File: config.mk
export PLATFORM = sky130hd
export DESIGN_NAME = ahb_dual_arbiter
export DESIGN_NICKNAME = d
export VERILOG_FILES = /design/src/rtl/ahb_dual_arbiter.sv
export SDC_FILE = /design/constraint.sdc
export NUM_CORES = 1
export LEC_CHECK = 0
export BUFFER_PORTS_ARGS = -buffer_cell sky130_fd_sc_hd__buf_4
export CELL_PAD_IN_SITES_DETAIL_PLACEMENT = 0
export CELL_PAD_IN_SITES_GLOBAL_PLACEMENT = 1
export CORE_MARGIN = 4
export CORE_UTILIZATION = 34
export DETAILED_ROUTE_END_ITERATION = 12
export PLACE_DENSITY_LB_ADDON = 0.2
export RECOVER_POWER = 50
export SYNTH_ARGS = -nofsm -noshare
export SYNTH_HDL_FRONTEND = slang
export SYNTH_SLANG_ARGS = --single-unit
File: constraint.sdc
create_clock -name s_clk_i -period 6.77 [get_ports s_clk_i]
set_clock_uncertainty 0.1 [all_clocks]
set_input_delay 1.0155 -clock s_clk_i [delete_from_list [all_inputs] [get_ports s_clk_i]]
set_output_delay 1.0155 -clock s_clk_i [all_outputs]
set_load 0.01 [all_outputs]
File: src/rtl/ahb_dual_arbiter.sv
// Purpose: merges the AHB-Lite instruction and data masters onto one AHB-Lite slave port.
// Latency: zero added cycles when uncontended; a losing master waits one slave address phase per lost arbitration.
// Backpressure: a losing master's address phase is buffered and the master is held via its hready until that transfer is issued.
module ahb_dual_arbiter #(
    parameter bit ROUND_ROBIN = 1'b0
) (
    input  logic        s_clk_i,
    input  logic        s_resetn_i,
    input  logic [31:0] s_i_haddr_i,
    input  logic [1:0]  s_i_htrans_i,
    input  logic [5:0]  s_i_hparity_i,
    output logic        s_i_hready_o,
    output logic        s_i_hresp_o,
    output logic [31:0] s_i_hrdata_o,
    output logic [6:0]  s_i_hrchecksum_o,
    input  logic [31:0] s_d_haddr_i,
    input  logic [1:0]  s_d_htrans_i,
    input  logic        s_d_hwrite_i,
    input  logic [2:0]  s_d_hsize_i,
    input  logic [5:0]  s_d_hparity_i,
    input  logic [31:0] s_d_hwdata_i,
    input  logic [6:0]  s_d_hwchecksum_i,
    output logic        s_d_hready_o,
    output logic        s_d_hresp_o,
    output logic [31:0] s_d_hrdata_o,
    output logic [6:0]  s_d_hrchecksum_o,
    output logic [31:0] s_haddr_o,
    output logic [1:0]  s_htrans_o,
    output logic        s_hwrite_o,
    output logic [2:0]  s_hsize_o,
    output logic [5:0]  s_hparity_o,
    output logic [31:0] s_hwdata_o,
    output logic [6:0]  s_hwchecksum_o,
    input  logic [31:0] s_hrdata_i,
    input  logic [6:0]  s_hrchecksum_i,
    input  logic        s_hready_i,
    input  logic        s_hresp_i
);

    typedef enum logic [1:0] {
        OWN_NONE = 2'd0,
        OWN_I    = 2'd1,
        OWN_D    = 2'd2
    } own_t;

    localparam logic [1:0] HTRANS_IDLE   = 2'b00;
    localparam logic [1:0] HTRANS_NONSEQ = 2'b10;
    localparam logic [2:0] SIZE_WORD     = 3'b010;

    // State registers and their next values
    logic        pend_i, pend_i_nxt, pend_d, pend_d_nxt;
    logic [31:0] buf_i_addr, buf_i_addr_nxt, buf_d_addr, buf_d_addr_nxt;
    logic [5:0]  buf_i_parity, buf_i_parity_nxt, buf_d_parity, buf_d_parity_nxt;
    logic        buf_d_write, buf_d_write_nxt;
    logic [2:0]  buf_d_size, buf_d_size_nxt;
    own_t        a_own, a_own_nxt, d_own, d_own_nxt;
    logic        last_d, last_d_nxt;   // 1 = D won the last contended arbitration

    logic live_i, live_d, cand_i, cand_d, both;
    own_t sel;

    // Only htrans[1] matters: the slave side only ever sees IDLE or NONSEQ
    logic unused_htrans;
    assign unused_htrans = s_i_htrans_i[0] ^ s_d_htrans_i[0];

    // Master ready: stalled while buffered, otherwise follows slave only for the data-phase owner
    assign s_i_hready_o = pend_i ? 1'b0 : ((d_own == OWN_I) ? s_hready_i : 1'b1);
    assign s_d_hready_o = pend_d ? 1'b0 : ((d_own == OWN_D) ? s_hready_i : 1'b1);

    assign live_i = s_i_htrans_i[1] & s_i_hready_o;
    assign live_d = s_d_htrans_i[1] & s_d_hready_o;
    assign cand_i = pend_i | live_i;
    assign cand_d = pend_d | live_d;
    assign both   = cand_i & cand_d;

    // Arbitration: a locked address phase wins, else priority or alternation on contention
    always_comb begin
        sel = OWN_NONE;
        if (a_own != OWN_NONE) begin
            sel = a_own;
        end else if (both) begin
            sel = (!ROUND_ROBIN || !last_d) ? OWN_D : OWN_I;
        end else if (cand_d) begin
            sel = OWN_D;
        end else if (cand_i) begin
            sel = OWN_I;
        end
    end

    // Slave address phase: buffered copy takes precedence over live inputs
    always_comb begin
        s_htrans_o  = HTRANS_IDLE;
        s_haddr_o   = 32'd0;
        s_hwrite_o  = 1'b0;
        s_hsize_o   = SIZE_WORD;
        s_hparity_o = 6'd0;
        if (sel == OWN_I) begin
            s_htrans_o  = HTRANS_NONSEQ;
            s_haddr_o   = pend_i ? buf_i_addr : s_i_haddr_i;
            s_hparity_o = pend_i ? buf_i_parity : s_i_hparity_i;
        end else if (sel == OWN_D) begin
            s_htrans_o  = HTRANS_NONSEQ;
            s_haddr_o   = pend_d ? buf_d_addr : s_d_haddr_i;
            s_hwrite_o  = pend_d ? buf_d_write : s_d_hwrite_i;
            s_hsize_o   = pend_d ? buf_d_size : s_d_hsize_i;
            s_hparity_o = pend_d ? buf_d_parity : s_d_hparity_i;
        end
    end

    // Data phase routing to and from the data-phase owner
    assign s_hwdata_o       = (d_own == OWN_D) ? s_d_hwdata_i : 32'd0;
    assign s_hwchecksum_o   = (d_own == OWN_D) ? s_d_hwchecksum_i : 7'd0;
    assign s_i_hrdata_o     = s_hrdata_i;
    assign s_d_hrdata_o     = s_hrdata_i;
    assign s_i_hrchecksum_o = s_hrchecksum_i;
    assign s_d_hrchecksum_o = s_hrchecksum_i;
    assign s_i_hresp_o      = (d_own == OWN_I) ? s_hresp_i : 1'b0;
    assign s_d_hresp_o      = (d_own == OWN_D) ? s_hresp_i : 1'b0;

    // Next state: ownership hand-over on slave ready, address lock on stall, capture of losers
    always_comb begin
        pend_i_nxt       = pend_i;
        pend_d_nxt       = pend_d;
        buf_i_addr_nxt   = buf_i_addr;
        buf_i_parity_nxt = buf_i_parity;
        buf_d_addr_nxt   = buf_d_addr;
        buf_d_parity_nxt = buf_d_parity;
        buf_d_write_nxt  = buf_d_write;
        buf_d_size_nxt   = buf_d_size;
        a_own_nxt        = a_own;
        d_own_nxt        = d_own;
        last_d_nxt       = last_d;
        if (s_hready_i) begin
            d_own_nxt = sel;
            a_own_nxt = OWN_NONE;
            if (sel == OWN_I) pend_i_nxt = 1'b0;
            if (sel == OWN_D) pend_d_nxt = 1'b0;
            if (both) last_d_nxt = (sel == OWN_D);
        end else begin
            a_own_nxt = sel;
        end
        if (live_i && !(s_hready_i && sel == OWN_I)) begin
            pend_i_nxt       = 1'b1;
            buf_i_addr_nxt   = s_i_haddr_i;
            buf_i_parity_nxt = s_i_hparity_i;
        end
        if (live_d && !(s_hready_i && sel == OWN_D)) begin
            pend_d_nxt       = 1'b1;
            buf_d_addr_nxt   = s_d_haddr_i;
            buf_d_parity_nxt = s_d_hparity_i;
            buf_d_write_nxt  = s_d_hwrite_i;
            buf_d_size_nxt   = s_d_hsize_i;
        end
    end

    // State register with asynchronous clear; outstanding transfers are abandoned on reset
    always_ff @(posedge s_clk_i or negedge s_resetn_i) begin
        if (!s_resetn_i) begin
            pend_i       <= 1'b0;
            pend_d       <= 1'b0;
            buf_i_addr   <= 32'd0;
            buf_i_parity <= 6'd0;
            buf_d_addr   <= 32'd0;
            buf_d_parity <= 6'd0;
            buf_d_write  <= 1'b0;
            buf_d_size   <= SIZE_WORD;
            a_own        <= OWN_NONE;
            d_own        <= OWN_NONE;
            last_d       <= 1'b0;
        end else begin
            pend_i       <= pend_i_nxt;
            pend_d       <= pend_d_nxt;
            buf_i_addr   <= buf_i_addr_nxt;
            buf_i_parity <= buf_i_parity_nxt;
            buf_d_addr   <= buf_d_addr_nxt;
            buf_d_parity <= buf_d_parity_nxt;
            buf_d_write  <= buf_d_write_nxt;
            buf_d_size   <= buf_d_size_nxt;
            a_own        <= a_own_nxt;
            d_own        <= d_own_nxt;
            last_d       <= last_d_nxt;
        end
    end

endmodule

; ---- Yosys cells after proc, flatten, opt, wreduce, memory -nomap -nowiden
; Index checks and enable logic that the tools add are counted.
[classes]
addsub = 0
n_mul = 0
n_div = 0
n_lt_le_gt_ge = 0
eq_ne = 4
n_shift = 0
muxes = 35
bitwise = 5
reduce_logical = 13
[op_table]
columns = cell, n
row1 = 2-to-1 mux 32 bit, 5
row2 = 2-to-1 mux 6 bit, 4
row3 = 2-to-1 mux 1 bit, 16
row4 = 2-to-1 mux 2 bit, 6
row5 = nonzero test 2 bit, 5
row6 = 2-to-1 mux 3 bit, 3
row7 = 2-to-1 mux 7 bit, 1
row8 = equality test 2 x 1 -> 1 bit (second input constant), 2
row9 = equality test 2 bit (second input constant), 2
row10 = logical AND 1 bit, 4
row11 = AND reduction 2 bit, 2
row12 = AND 1 bit, 3
row13 = zero test 1 bit, 2
row14 = bitwise OR 1 bit, 2
[totals]
ff_bits = 86
latchBits = 0
ram_bits = 0
romBits = 0
in_bits = 166
elab_cells = 67
mem_count = 0

; ---- Longest topological paths before layout
[logic_depth]
depth_word = 15
depth_mapped = 10
depth_no_buf = 7

; ---- Worst setup path after synthesis
; Ideal clock, no wire load.
[synth_timing]
path_kind = input port to output port
start = input s_hready_i
end = output s_haddr_o[10]
arrival_ps = 2901
setup_slack_ps = 2753
cell_stages = 9
n_path_buf = 3
cell_sequence = buf_2 nor4b_1 o21ai_0 o21bai_1 ha_1 clkbuf_1 buf_1 nand2_1 o21ai_0
[synth_via]
elab_chain_len = 11
word_cells_on_any_way = 17
classes_between = 2 x eq/ne / 10 x mux / 5 x bitwise
[synth_lines]
columns = item, line_no
row1 = "start, declared", 36  ; input logic s_hready_i,
row2 = 2-to-1 mux 1 bit (2 in a row), 67  ; assign s_i_hready_o = pend_i ? 1'b0 : ((d_own == OWN_I) ? s_hready_i : 1'b1);
row3 = AND 1 bit, 70  ; assign live_i = s_i_htrans_i[1] & s_i_hready_o;
row4 = bitwise OR 1 bit, 72  ; assign cand_i = pend_i | live_i;
row5 = 2-to-1 mux 1 bit, 85  ; end else if (cand_i) begin
row6 = 2-to-1 mux 2 bit, 83  ; end else if (cand_d) begin
row7 = 2-to-1 mux 2 bit *, 81  ; end else if (both) begin
row8 = 2-to-1 mux 2 bit *, 79  ; if (a_own != OWN_NONE) begin
row9 = net sel[0], 60  ; own_t sel;
row10 = equality test 2 bit, 101  ; end else if (sel == OWN_D) begin
row11 = 2-to-1 mux 32 bit, 101
row12 = 2-to-1 mux 32 bit *, 97  ; if (sel == OWN_I) begin
row13 = "end, declared", 27  ; output logic [31:0] s_haddr_o,
; The timed path passes the listed nets; every way through them passes the cells marked *.

; ---- Worst setup path in the final report
[layout_timing]
start = input s_hready_i
end = output s_haddr_o[12]
[layout_via]
elab_chain_len = 11
word_cells_on_any_way = 17
classes_between = 2 x eq/ne / 10 x mux / 5 x bitwise
[layout_lines]
columns = item, line_no
row1 = 2-to-1 mux 1 bit (2 in a row), 67
row2 = AND 1 bit, 70
row3 = bitwise OR 1 bit, 72
row4 = 2-to-1 mux 1 bit, 85
row5 = 2-to-1 mux 2 bit, 83
row6 = 2-to-1 mux 2 bit *, 81
row7 = 2-to-1 mux 2 bit *, 79
row8 = equality test 2 bit, 101
row9 = 2-to-1 mux 32 bit, 101
row10 = 2-to-1 mux 32 bit *, 97
; Every way passes the cells marked *; elsewhere a longest branch is shown, timed or not.

==> impl_results.md <==
- Final Cycle Share: 72.34%
- CP max FO: 42
- Clock slew at reported path FFs: roughly 0.060 ns
- Primary FF master, synth: dfrtp_1
- Final Instance Area: 0.006943 sq mm
- Async SR Flop Fraction: 100.0%
- DRC viols: 0
- Placeable Area: about 0.016 sq mm
- Worst-Margin Slew: 1.685 ns
- EDFF count, synth: 0
- DP Area: 0.006646 sq mm
- Port bufs: 210
- Post-Route M1 WL: between 6 and 7 mm
- Setup TNS Final: 0 ns
- Critical path buffers and inverters: 2
- Hold Vio Cnt, Final: 0
- Hold buffer count at cts: 0
- Top delay family on crit path: simple AND/OR/NAND/NOR gates
- Vias/cell: between 4 and 5
- Hold Crit Class: register to register
- WHS Path Cells: 1
- Cell count after synthesis: 511
- Largest stage delay, worst path: about 0.53 ns
- FF/Latch Area: 0.002156 sq mm
- Nets@finish: 796
- R2r endpoint: buf_i_addr[27]
- # resized after CTS: 0
- Largest cells by area after synthesis: dfrtp_1, mux2_2, buf_4, mux2i_1, and2_1
- Top cell type by total area after synthesis: dfrtp_1
- Sink Count: 86
- H-tree depth: 3
- GRT Util Overall: 17.16%
- Worst setup SP type: input port
- VDD IR max: 209.8 uV
- Hold Crit Start: buf_i_parity[0]
- Area grow syn2layout: 26.14%
- Yosys warnings: 0
- Peak Freq: slightly above 0.2 GHz
- Maximum clock insertion buffer count: 2
- Critical path endpoint category: output port
- Syn_nets: 679
- Flop-to-flop setup slack: 2.80 ns
- RSZ-0062 raised after global routing: false
- Slowest CP cell: nand2b_2
- Register area share after synthesis: 39.12%
- Failing checks: capacitance limit, slew limit
- Final wirelength: between 15 and 20 mm
- Pin count of the biggest net entering global routing: 58
- Routed wl met3: between 1.5 and 2 mm
- Root Buffer: clkbuf_16
- Synth Register Bits: between 80 and 90
- GP Congestion: 0.8153
- Initial antenna violation count: 0
- Worst reg2reg startpoint: pend_i
- Power Density: 472.8 mW/mm^2
- Max_slew headroom: -12.31%
- Commonest cells post-synth: mux2_2, dfrtp_1, buf_4
- # IOs: 331
- Leakage power: 0.003283 uW
- Worst hold margin: 0.3997 ns
- Beginning of the critical path: s_hready_i
- Worst path cell trace: clkbuf_1 > or3b_1 > a21oi_1 > o21ba_2 > ha_1 > nand2b_2 > o21ai_0 > buf_4
- Initial Util: approximately a third
- Die area: 0.01829 sq mm
- Post-DP HPWL: 11.90 mm
- Detailed Routing Iterations Pass 1: 4
- GRT overflow: 0
- Status: finished with violations
- Cells on worst reg2reg path: 8
- Area of the multi-input gates: between 0.002 and 0.003 sq mm
- Post-CTS setup buffer count: 0
- Initial DRC count: 144
- # diodes: 0
- Min cycle time layout: 4.897 ns
- Die Span X: 135.2 um
- Fill cells: 1,586
- Maxcap violations: 1
- CTS tree: yes
- Pins Over Slew Limit: 31
- Critical Path AT: 3.78 ns
- Standard-cell rows: 46
- Max Used Layer: met4
- Most frequent cell after synthesis: mux2_2
- Share of cells above drive strength 1: 56.08%
- WHS Endpoint: buf_i_parity[0]
- Routed wire per std cell: 19.06 um
- Top cell type's share of synthesized area: between 30% and 40%
- Die Span Y: 135.2 um
- First-pass GRT wire length: 24.33 mm
- Setup-failing EPs final: 0
- Vias: between 4,000 and 5,000
- CP Data Required Time: 5.65 ns
- CTS buffer count: 9
- Synth cell types: 31
- Crit Path Class: input port to output port
- Vias in the first global route: 4,381
- Mapped Area: between 0.005 and 0.006 sq mm
- Skew-Pair Late Insertion Delay: 0.33 ns
- Met2 wire len: 8.044 mm
- Syn avg cell area: 10.77 sq um
- Antenna Nets Post-Route: 0
==> layout by cell type, fill, tap and decap left out, drive strengths merged, types with 2 or more instances in the layout <==
cell    count
ha          2
buf       214
nor2b       3
mux2      118
and2       40
nor2        7
nand2      39
mux2i      42
clkbuf     15
nand2b      2
a21oi       4
clkinv      2
inv         4
o21ai      41
dfrtp      85
==> logic make-up after synthesis <==
group                    Yosys count  synth area share (%)
AO/OA/AOI/OAI                     51                 5.365
adder cells (fa/ha/maj)            2                0.4546
buffers and inverters            114                 14.07
flip-flops                        86                 39.12
multiplexers                     160                 31.78
other                              1               0.06813
AND/OR/NAND/NOR                   97                 9.139
==> sequential cells by signal, indices dropped and copies added, names as in the netlist <==
register      cells
buf_d_write       1
pend_i            1
pend_d            1
buf_d_size        3
a_own             2
buf_d_addr       32
buf_i_addr       32
d_own             2
buf_i_parity      6
buf_d_parity      6
==> cell type report <==
type / instances / area share (%)
Clock buffer: 13 / 3.748
Clock inverter: 3 / 0.6307
Multi-Input combinational cell: 311 / 37.21
Tap cell: 216 / 3.893
Timing Repair Buffer: 216 / 23.25
Sequential cell: 86 / 31.05
Inverter: 4 / 0.2163
==> routing by layer <==
metal  vias to the layer above  track usage, %
met5                         -               0
met4                         0           5.767
met2                       191           29.45
met3                        27           6.649
li1                       1895               -
met1                      1954           19.60
==> worst max-delay path by stage <==
stage                               end  slack [ns]  cells past startpoint
after floorplan           s_haddr_o[10]        2.75                      9
after global placement    s_haddr_o[12]        2.08                      8
after detailed placement  s_haddr_o[12]        2.03                      8
after CTS                 s_haddr_o[12]        2.03                      8
after global routing      s_haddr_o[12]        1.55                      8
final                     s_haddr_o[12]        1.87                      8
==> report_power, final <==
| group | internal [uW] | switching (uW) |
|---|---|---|
| Sequential | 776 | 167 |
| Clock | 307 | 202 |
| Combinational | 993 | 838 |
| Total | 2070 | 1210 |
==> metrics by stage <==
step	util [%]	std cells	setup WS (ns)	total power [uW]
after global routing	43.71	849	1.545	3527
after global placement	41.84	833	2.076	2769
after detailed placement	41.84	833	2.027	2817
final	43.71	849	1.873	3283
after CTS	43.75	849	2.026	3345
after floorplan	-	511	2.753	2093
Note: power is estimated with default switching activity, not from simulation.
